`src/rtl/regfile_multiport.sv`:
```
// Parametrised multi-read-port register file with one write port and asynchronous reads.
// Includes an optional hardwired zero entry, optional write-to-read bypass, and a post-reset clear engine.
module regfile_multiport #(
  parameter int AWL      = 5,
  parameter int DWL      = 32,
  parameter int NRP      = 2,
  parameter int ZERO_REG = 1,
  parameter int BYPASS   = 1
) (
  input  logic               clk,
  input  logic               rst_n,
  input  logic               wen,
  input  logic [AWL-1:0]     WA,
  input  logic [DWL-1:0]     WD,
  input  logic [NRP*AWL-1:0] RA,
  output logic [NRP*DWL-1:0] RD,
  output logic               init_busy
);

  localparam int DEPTH = 2 ** AWL;

  typedef enum logic {
    CLEAR,
    READY
  } state_t;

  state_t         state;
  logic [AWL:0]   clr_cnt;
  logic           user_we;
  logic           mem_we;
  logic [AWL-1:0] mem_wa;
  logic [DWL-1:0] mem_wd;

  assign init_busy = (state == CLEAR);
  assign user_we   = wen && !((ZERO_REG != 0) && (WA == '0));

  // The clear engine owns the write port until every entry has been zeroed.
  always_comb begin
    mem_we = 1'b0;
    mem_wa = WA;
    mem_wd = WD;
    if (state == CLEAR) begin
      mem_we = 1'b1;
      mem_wa = clr_cnt[AWL-1:0];
      mem_wd = '0;
    end else begin
      mem_we = user_we;
    end
  end

  always_ff @(posedge clk or negedge rst_n) begin
    if (!rst_n) begin
      state   <= CLEAR;
      clr_cnt <= '0;
    end else begin
      case (state)
        CLEAR: begin
          clr_cnt <= clr_cnt + 1'b1;
          if (clr_cnt == (AWL + 1)'(DEPTH - 1))
            state <= READY;
        end
        READY: begin
          state   <= READY;
          clr_cnt <= clr_cnt;
        end
        default: begin
          state   <= CLEAR;
          clr_cnt <= '0;
        end
      endcase
    end
  end

  // One LUT-RAM bank per read port, all written identically.
  for (genvar p = 0; p < NRP; p++) begin : g_port
    logic [DWL-1:0] bank [DEPTH];
    logic [AWL-1:0] ra;
    logic [DWL-1:0] rd;

    assign ra = RA[p*AWL +: AWL];

    always_ff @(posedge clk) begin
      if (mem_we)
        bank[mem_wa] <= mem_wd;
    end

    always_comb begin
      rd = '0;
      if (init_busy)
        rd = '0;
      else if ((ZERO_REG != 0) && (ra == '0))
        rd = '0;
      else if ((BYPASS != 0) && wen && (WA == ra))
        rd = WD;
      else
        rd = bank[ra];
    end

    assign RD[p*DWL +: DWL] = rd;
  end

endmodule
```
`config.mk`:
```
export PLATFORM = sky130hd
export DESIGN_NAME = regfile_multiport
export DESIGN_NICKNAME = d
export VERILOG_FILES = /design/src/rtl/regfile_multiport.sv
export SDC_FILE = /design/constraint.sdc
export NUM_CORES = 1
export LEC_CHECK = 0
export CORE_AREA = 8 8 361 363
export CTS_BUF_LIST = sky130_fd_sc_hd__clkbuf_2
export CTS_CLUSTER_SIZE = 16
export DETAILED_ROUTE_END_ITERATION = 6
export DIE_AREA = 0 0 369 371
export SYNTH_ARGS = -nofsm -noshare
export SYNTH_HDL_FRONTEND = slang
export SYNTH_SLANG_ARGS = --single-unit
```
`constraint.sdc`:
```
create_clock -name clk -period 9.5 [get_ports clk]
set_clock_uncertainty 0.1 [all_clocks]
set_input_delay 1.9 -clock clk [delete_from_list [all_inputs] [get_ports clk]]
set_output_delay 1.9 -clock clk [all_outputs]
set_load 0.05 [all_outputs]
```
==> impl_metrics.json, run 1 <==
{
  "status": "finished with violations",
  "violations": "design-rule violations",
  "cts_resized": 0,
  "min_path_cells": 1,
  "dpl.hpwl_mm": 93.1,
  "maxCapViolCount": 0,
  "worst-path-buf-inv": 3,
  "relSlewSlack_pct": 12.1,
  "initialDrtViolationCount": 4358,
  "synth_cells": 2863,
  "hold-path-endpoint": "clr_cnt[5]",
  "yosys_warnings": 0,
  "grt_pass1_vias": 32539,
  "cts_buffer_depth": 4,
  "r2r-start": "state",
  "hold_viol": 0,
  "power_density_nw_per_um2": 166,
  "worstMarginPinSlew_ns": 1.30,
  "die_w_um": 369,
  "layout_setup_ws_ns": 1.19,
  "critPathSlowestCell": "nor2_4",
  "synthArstFlopShare_pct": 0.679,
  "setup_tns_ns": 0,
  "start_util_pct": 39.6,
  "synth-seq-cells": 1031,
  "min_path_type": "reg2reg",
  "cts.sinks": 1031,
  "critPathRequiredTime_ns": 7.50,
  "area_delta_synth_final_pct": 10.8,
  "slew_violations": 0,
  "path_class": "reg2out",
  "path_cells": "buf_4 -> clkinv_1 -> nor2_4 -> o21ai_0 -> a41oi_1 -> clkdlybuf4s50_1",
  "antenna_found_initial": 8,
  "synth_area_um2": 49300,
  "ff2ff_setup_slack_ns": 4.71,
  "rsz0062_at_grt": "false",
  "pre_cts_ws_ns": 1.46,
  "root_buffer": "clkbuf_2",
  "cts_hold_buf": 0,
  "cts.clk_slew.worst_paths_ns": 0.09,
  "detail-route-antenna-nets": 0,
  "drt-pass1-iter-count": 7,
  "overflow": 0,
  "gp_congestion": 0.844,
  "final_cell_mix": "1024 x edfxtp_1, 436 x mux2i_1, 389 x clkbuf_2",
  "dieArea_um2": 137000,
  "crit_path_end_kind": "primary output",
  "wl_per_cell_um": 33.9,
  "period_minus_slack_ns": 8.31,
  "fin_total_pwr_mw": 9.08,
  "power_leakage_nw": 18.3,
  "yosysSeqAreaShare_pct": 62.7,
  "ioPinCount": 115,
  "nets": 3155,
  "place.port_buffers": 114,
  "fin_area_um2": 54600,
  "grt_pass1_wl_mm": 235,
  "via_per_inst": 6.49,
  "ys_types": 45,
  "cp_top_family": "buffers and inverters",
  "insertion_delay_ns": 1.47,
  "cts_tree": "built",
  "worst-path-max-fanout": 52,
  "post_cts_buffers": 0,
  "placed_area_um2": 52400,
  "layout-drive-gt1-share_pct": 29.3,
  "vias": 31915,
  "grt_use_total_pct": 23.7,
  "die_y_um": 371,
  "synth_ff_type": "edfxtp_1",
  "worstPathArrival_ns": 6.31,
  "syn_area_per_cell_um2": 17.2,
  "synth_nets": 2914,
  "num_rows": 130,
  "core_um2": 125000,
  "finalCritPeriodShare_pct": 87.5,
  "synth_edf_count": 1024,
  "worst_r2r_path_depth": 6,
  "final_common_cell": "edfxtp_1",
  "grt_start_max_net_pins": 87,
  "numCtsBuffers": 280,
  "start_kind": "flop",
  "crit_path_max_incr_delay_ns": 1.19,
  "post-route-drc-count": 1,
  "totalWireLength_mm": 167,
  "ir_drop_uv": 108,
  "setup_viol": 0,
  "ctsHtreeMaxLevel": 5,
  "min_from": "clr_cnt[5]",
  "fmax_mhz": 120,
  "rr_endpoint": "g_port[1].bank[2][5]"
}
## kinds of logic after synthesis
logic type | share of synthesized area [%]
AOI/OAI and AO/OA | 6.92
xor gates and xnor gates | 0.266
adders and majority gates | 0.0254
buffers and inverters | 2.54
DFF | 62.7
muxes | 24.7
and+or+nand+nor | 2.88
## sequential cells by signal, indices dropped and copies added, names as in the netlist
name,count
clr_cnt,6
g_port.bank,1024
state,1
## metal layers
layer  GRT usage [%]  vias to the layer above  part of all wire (%)
met5               0                        -                0.0078
met4            9.81                        2                   3.7
met3            5.85                      403                    11
met2            36.8                     2174                    46
met1            32.0                    16707                    39
li1                -                    12629                     -
## per-stage QoR
stage          instances  hold slack (ns)  util, %
2_1_floorplan       2863            0.337        -
3_3_place_gp        4472            0.351     42.1
3_5_place_dp        4472            0.367     42.1
4_1_cts             4913            0.344     43.8
5_1_grt             4918            0.416     43.9
6_report            4918            0.384     43.9
## layout make-up
cell class,instances,area [um^2]
tap,1650,2060
sequential,1031,30900
fill,11107,70000
inverter,3,11.3
clock inverter,52,282
timing repair buffer,207,1910
antenna,5,12.5
clock buffer,389,1950
multi-input combinational,1581,17500
## synthesized netlist by cell type, types with 2 or more instances
library cell	number	area (um^2)
nor2_1	44	165
a21oi_1	36	180
buf_6	14	158
a211o_1	13	114
a22oi_1	54	405
o221a_2	25	282
dfrtp_1	7	175
xor2_1	9	78.8
nand4_1	2	12.5
xnor2_1	6	52.6
nor3_1	3	15.0
a211oi_1	15	113
buf_1	16	60.1
o311ai_0	3	26.3
buf_4	36	270
nor4_1	2	12.5
edfxtp_1	1024	30700
o221ai_1	86	753
or2_2	3	18.8
nand3_1	23	115
a41oi_1	33	289
a31oi_1	12	75.1
o211a_1	7	70.1
nor3b_1	16	120
or3_1	2	12.5
o31ai_1	4	30.0
inv_1	2	7.51
o2111ai_1	7	61.3
nand2b_1	5	31.3
nor2b_1	58	363
o21ai_0	87	435
nand2_1	91	342
and2_1	33	206
mux4_2	320	7210
buf_2	57	285
mux2i_1	436	4360
mux2_2	53	597
clkbuf_1	125	469
o22ai_1	88	551
## how the worst max path moves through the flow
stage | cells past startpoint | start | endpoint
floorplan | 9 | RA[5] | RD[62]
global placement | 7 | RA[4] | RD[10]
detailed placement | 7 | RA[4] | RD[10]
CTS | 6 | state | RD[10]
global route | 6 | state | RD[10]
finish | 6 | state | RD[16]
## power by group
group,internal [mW],leakage [nW],switching (mW)
clock,1.16,1.76,1.82
combinational,0.376,7.25,0.715
sequential,5.01,9.31,0.00234
No activity file was read; power rests on OpenSTA's default activity.
==> inputs of run 2 (changes only) <==
==> constraint.sdc (replaced) <==
create_clock -name clk -period 9.37 [get_ports clk]
set_clock_uncertainty 0.1 [all_clocks]
set_input_delay 1.874 -clock clk [delete_from_list [all_inputs] [get_ports clk]]
set_output_delay 1.874 -clock clk [all_outputs]
set_load 0.05 [all_outputs]
==> run 2 against run 1 <==
  * The run now ends clean
  * Flip-flop and latch count unchanged
  * Worst setup slack worse by 0.031 ns
  * Non-clock buffer count rose by 5
  * Via count shrank 0.91%
  * Global-route usage barely moved
  * Register-to-register slack got worse by 0.25 ns
  * Sequential share of layout area is 0.078 points lower
  * Largest power group unchanged
==> impl_metrics.json, run 2 (synthesis results as in run 1) <==
{
  "start_util_pct": 39.6,
  "dieArea_um2": 137000,
  "num_rows": 130,
  "root_buffer": "clkbuf_2",
  "nets": 3156,
  "die_y_um": 371,
  "ctsHtreeMaxLevel": 5,
  "crit_path_end_kind": "primary output",
  "rsz0062_at_grt": "false",
  "dpl.hpwl_mm": 94.4,
  "totalWireLength_mm": 166,
  "detail-route-antenna-nets": 0,
  "switching_share_pct": 27.8,
  "worstPathArrival_ns": 6.24,
  "relSlewSlack_pct": 17.3,
  "hold_viol": 0,
  "grt_pass1_vias": 32880,
  "power_leakage_nw": 18.3,
  "overflow": 0,
  "place.port_buffers": 114,
  "setup_viol": 0,
  "die_w_um": 369,
  "status": "finished, final reports clean",
  "layout-drive-gt1-share_pct": 29.2,
  "fill_cells": 11030,
  "slew_violations": 0,
  "cts_resized": 0,
  "insertion_delay_ns": 1.51,
  "setup_tns_ns": 0,
  "wl_per_cell_um": 33.7,
  "critPathRequiredTime_ns": 7.40,
  "pwr-share-comb_pct": 12.1,
  "vias": 31624,
  "cts_hold_buf": 0,
  "worstMarginPinSlew_ns": 1.24,
  "switchingPower_mw": 2.54,
  "final_common_cell": "edfxtp_1",
  "cts.sinks": 1031,
  "final_cell_mix": "1024 x edfxtp_1, 436 x mux2i_1, 383 x clkbuf_2",
  "cts_buffer_depth": 4,
  "power_density_nw_per_um2": 168,
  "p_seq_share_pct": 55.4,
  "power_frac_clock_pct": 32.5,
  "ir_drop_uv": 128,
  "antenna_found_initial": 9,
  "post_cts_buffers": 0,
  "finalCritPeriodShare_pct": 87.7,
  "cts.clk_slew.worst_paths_ns": 0.07,
  "final_core_util_pct": 43.9,
  "grt_use_total_pct": 23.7,
  "ioPinCount": 115,
  "path_class": "reg2out",
  "start_kind": "flop",
  "via_per_inst": 6.43,
  "cts_tree": "built",
  "largest_register": "g_port.bank",
  "post-route-drc-count": 0,
  "power.internal_mw": 6.62,
  "fmax_mhz": 122,
  "stdcell_count": 4920,
  "min_path_type": "reg2reg",
  "place_inst": 4477,
  "area_delta_synth_final_pct": 10.9,
  "numCtsBuffers": 276,
  "largest_register_ffs": 1024,
  "largestRegisters": "g_port.bank x1024, clr_cnt x6, state x1",
  "worst-path-max-fanout": 52,
  "initialDrtViolationCount": 3692,
  "gp_congestion": 0.848,
  "grt_start_max_net_pins": 112,
  "core_um2": 125000,
  "drt-pass1-iter-count": 6,
  "maxCapViolCount": 0,
  "period_minus_slack_ns": 8.22,
  "grt_pass1_wl_mm": 236
}
-- run 2: cell types whose count changed in the layout (fill, tap and decap cells not counted), sizes merged --
cell	before	now
buf	103	108
clkbuf	389	383
diode	5	10
inv	6	5
clkinv	46	45
-- run 2: critical path, stage by stage, from the launching register on --
cell and delay, ns:
dfrtp_2 0.35, buf_4 0.65, clkinv_1 0.67, nor2_4 0.85, buf_4 0.38, o21ai_0 0.25
a41oi_1 0.60, clkdlybuf4s50_1 0.96
-- run 2: cell type report --
type | count | area [um^2] | area share (%)
flip-flops and latches | 1031 | 30900 | 56.5
multi-input cells | 1581 | 17500 | 32.0
well taps | 1650 | 2060 | 3.77
repair buffers | 212 | 2010 | 3.68
clock buffers | 383 | 1920 | 3.50
clock inverters | 50 | 272 | 0.496
diodes | 10 | 25.0 | 0.0457
inverters | 3 | 11.3 | 0.0206
-- run 2: metal layers --
metal	wire length (um)	GRT usage [%]	up-vias
li1	-	-	12639
met1	64000	30.7	16493
met2	76300	36.8	2043
met3	18200	6.94	449
met4	7360	11.1	0
met5	0	0	-
-- run 2: final timing paths --
check,slack (ns),cells after the start,startpoint,to
min,0.38,1,clr_cnt[5],clr_cnt[5]
min reg2reg,0.38,1,clr_cnt[5],clr_cnt[5]
min in group asynchronous,0.50,1,rst_n,clr_cnt[0]
max,1.15,7,state,RD[10]
max in group asynchronous,8.38,1,rst_n,state
max reg2reg,4.46,6,state,g_port[1].bank[16][30]
-- run 2: stage by stage --
stage / power, mW / instance area (um^2) / hold WS (ns) / worst slack (ns)
after CTS: 9.23 / 54700 / 0.329 / 1.20
final: 9.17 / 54700 / 0.380 / 1.15
after detailed placement: 6.28 / 52500 / 0.356 / 1.45
after global placement: 6.27 / 52500 / 0.351 / 1.44
after floorplan: 5.88 / 49300 / 0.337 / 3.35
after global routing: 9.51 / 54700 / 0.402 / 0.966
-- run 2: power by group through the flow --
stage / logic (mW) / registers [mW] / clock network (mW)
after global placement: 1.08 / 5.19 / 0
final: 1.11 / 5.08 / 2.98
after CTS: 1.09 / 5.08 / 3.05
after floorplan: 0.695 / 5.18 / 0
after detailed placement: 1.09 / 5.19 / 0
after global routing: 1.14 / 5.08 / 3.29
==> patch, RTL diff (flow settings as in run 2) <==
Register the output `RD`, without a reset; this adds one clock of latency there. The other outputs are not delayed to match.
--- a/src/rtl/regfile_multiport.sv
+++ b/src/rtl/regfile_multiport.sv
@@ -25,2 +25,4 @@
   } state_t;
+
+  logic [NRP*DWL-1:0] RD_d;
 
@@ -98,3 +100,7 @@
 
-    assign RD[p*DWL +: DWL] = rd;
+    assign RD_d[p*DWL +: DWL] = rd;
+  end
+
+  always_ff @(posedge clk) begin
+    RD <= RD_d;
   end
Formal check against the unedited RTL: same outputs for any inputs over 4 cycles, from zero or initial values and one cycle with rst_n low; that may be too few to reach the edited logic, so the function may still have changed.
==> patch against run 2 <==
Non-clock buffer count shrank 22; die area is the same; sequential cell count grew 64; routed wire length shrank 1.5%; area after synthesis is essentially flat; hold slack gained 2.5 ps; final cell count shrank 4.0%; setup slack gained 2600 ps; design area grew 0.32%; total power grew 5.4%; largest cell class unchanged; sequential share of layout area grew 2.2 points.
==> patch: results (changes against run 2) <==
| Metric | Value |
|---|---|
| Synth Flop Type | edfxtp_1 |
| CTS buffer count | 297 (+7.6%) |
| Crit path max fanout | 46 (-12%) |
| Crit path DAT | 3610 ps (-2630 ps) |
| Post-synth top cells | edfxtp_1, mux4_2, mux2i_1, a22oi_1, buf_2 |
| Top post-synthesis cells by area | edfxtp_1, mux4_2, mux2i_1 |
| Fin nets | 2922 (-7.4%) |
| Hold crit path type | reg -> reg |
| Wire length per cell | 34.6 um (+2.6%) |
| Largest net degree at the start of global routing | 114 (+1.8%) |
| Static leakage | 17.8 nW (-2.9%) |
| First-pass GRT wire length | 230000 um (-2.3%) |
| Clk pin slew, worst setup/hold paths | 100 ps (+30 ps) |
| PortBufs | 114 (unchanged) |
| Number of synthesized flops with an enable pin | 1024 (unchanged) |
| Clock Latency Late Sink | 1560 ps (+50 ps) |
| Total GRT Usage | 23.4% (-0.35 points) |
| Yosys warns | 0 (unchanged) |
| Worst slack, placed | 3750 ps (+2300 ps) |
| Post-DP HPWL | 89400 um (-5.3%) |
| Worst vdd ir | 0.117 mV (-8.6%) |
| Layout cells sized above 1 | 34.9% (+5.8 points) |
| Worst slew pin tran | 1260 ps (+17.2 ps) |
| Starting DRT DRC Count | 3813 (+3.3%) |
| Number of global-route vias before repair | 31400 (-4.5%) |
| Via count | 30500 (-3.7%) |
| Ys async rst share | 0.639% (-0.040 points) |
| Run status | completed |
| Initial antenna violation count | 5 (-4) |
| Routability Congestion | 0.831 (-1.9%) |
| Sequential area share after synthesis | 65.3% (+2.6 points) |
| Count of different cell masters after synthesis | 53 (+18%) |
| Fill cells | 10900 (-1.0%) |
| Top Registers | g_port.bank (1024), RD (64), clr_cnt (6) |
==> patch: cell count changes after synthesis, moves of 62 or more <==
cell      delta
dfxtp_1     +64
a22oi_1     +78
o21ai_0     -87
a22o_1      +63
clkbuf_1    -62
mux4_2      +95
mux2i_1    -286
==> patch: layout make-up <==
class                      instances  share of cell area, %
antenna                            5                 0.0228
clock buffer                     424                   3.87
clock inverter                    72                  0.613
inverter                           4                 0.0274
multi-input combinational       1283                   29.8
sequential                      1095                   58.7
tap                             1650                   3.76
timing repair buffer             190                   3.20
==> patch: worst paths after layout <==
kind	startpoint	endpoint	slack [ps]	cells past startpoint
worst max-delay path	state	init_busy	3780	3
min in group asynchronous	rst_n	clr_cnt[5]	470	1
max in group asynchronous	rst_n	clr_cnt[1]	8420	1
worst min-delay path	clr_cnt[5]	clr_cnt[5]	380	1
worst min register to register	clr_cnt[5]	clr_cnt[5]	380	1
worst max register to register	state	g_port[1].bank[5][19]	4960	5
==> patch: kinds of logic after synthesis <==
logic type | share of synthesized area (%)
AO/OA/AOI/OAI | 5.96
multiplexers | 23.8
AND/OR/NAND/NOR | 2.52
XOR/XNOR | 0.266
adder cells (fa/ha/maj) | 0.0254
buffers and inverters | 2.15
flip-flops | 65.3
==> patch: metal layers <==
layer,part of all wire (%),GRT usage [%],vias up
li1,-,-,11900
met1,38,31.4,16100
met2,46,36.2,2093
met3,12,6.34,344
met4,3.8,9.47,0
met5,0,0,-
==> patch: critical path, stage by stage, from the launching register on <==
cell and delay, ps:
dfrtp_2 350, buf_4 730, inv_1 190, clkdlybuf4s50_1 760
==> patch: power breakdown <==
part           internal, mW  leakage (nW)  switching (mW)  total, mW
clock                  1.26          1.94            1.96       3.21
combinational         0.370          6.01           0.658       1.03
sequential             5.39          9.85          0.0336       5.42
==> patch: per-stage QoR <==
stage                     cells  instance area, sq um  util [%]  hold WS [ps]
after global routing       4720                 54900      44.1           364
after global placement     4222                 52400      42.1           358
after detailed placement   4222                 52400      42.1           372
final                      4723                 54900      44.1           383
after CTS                  4718                 54900      44.0           278
after floorplan            2587                 49300         -           342
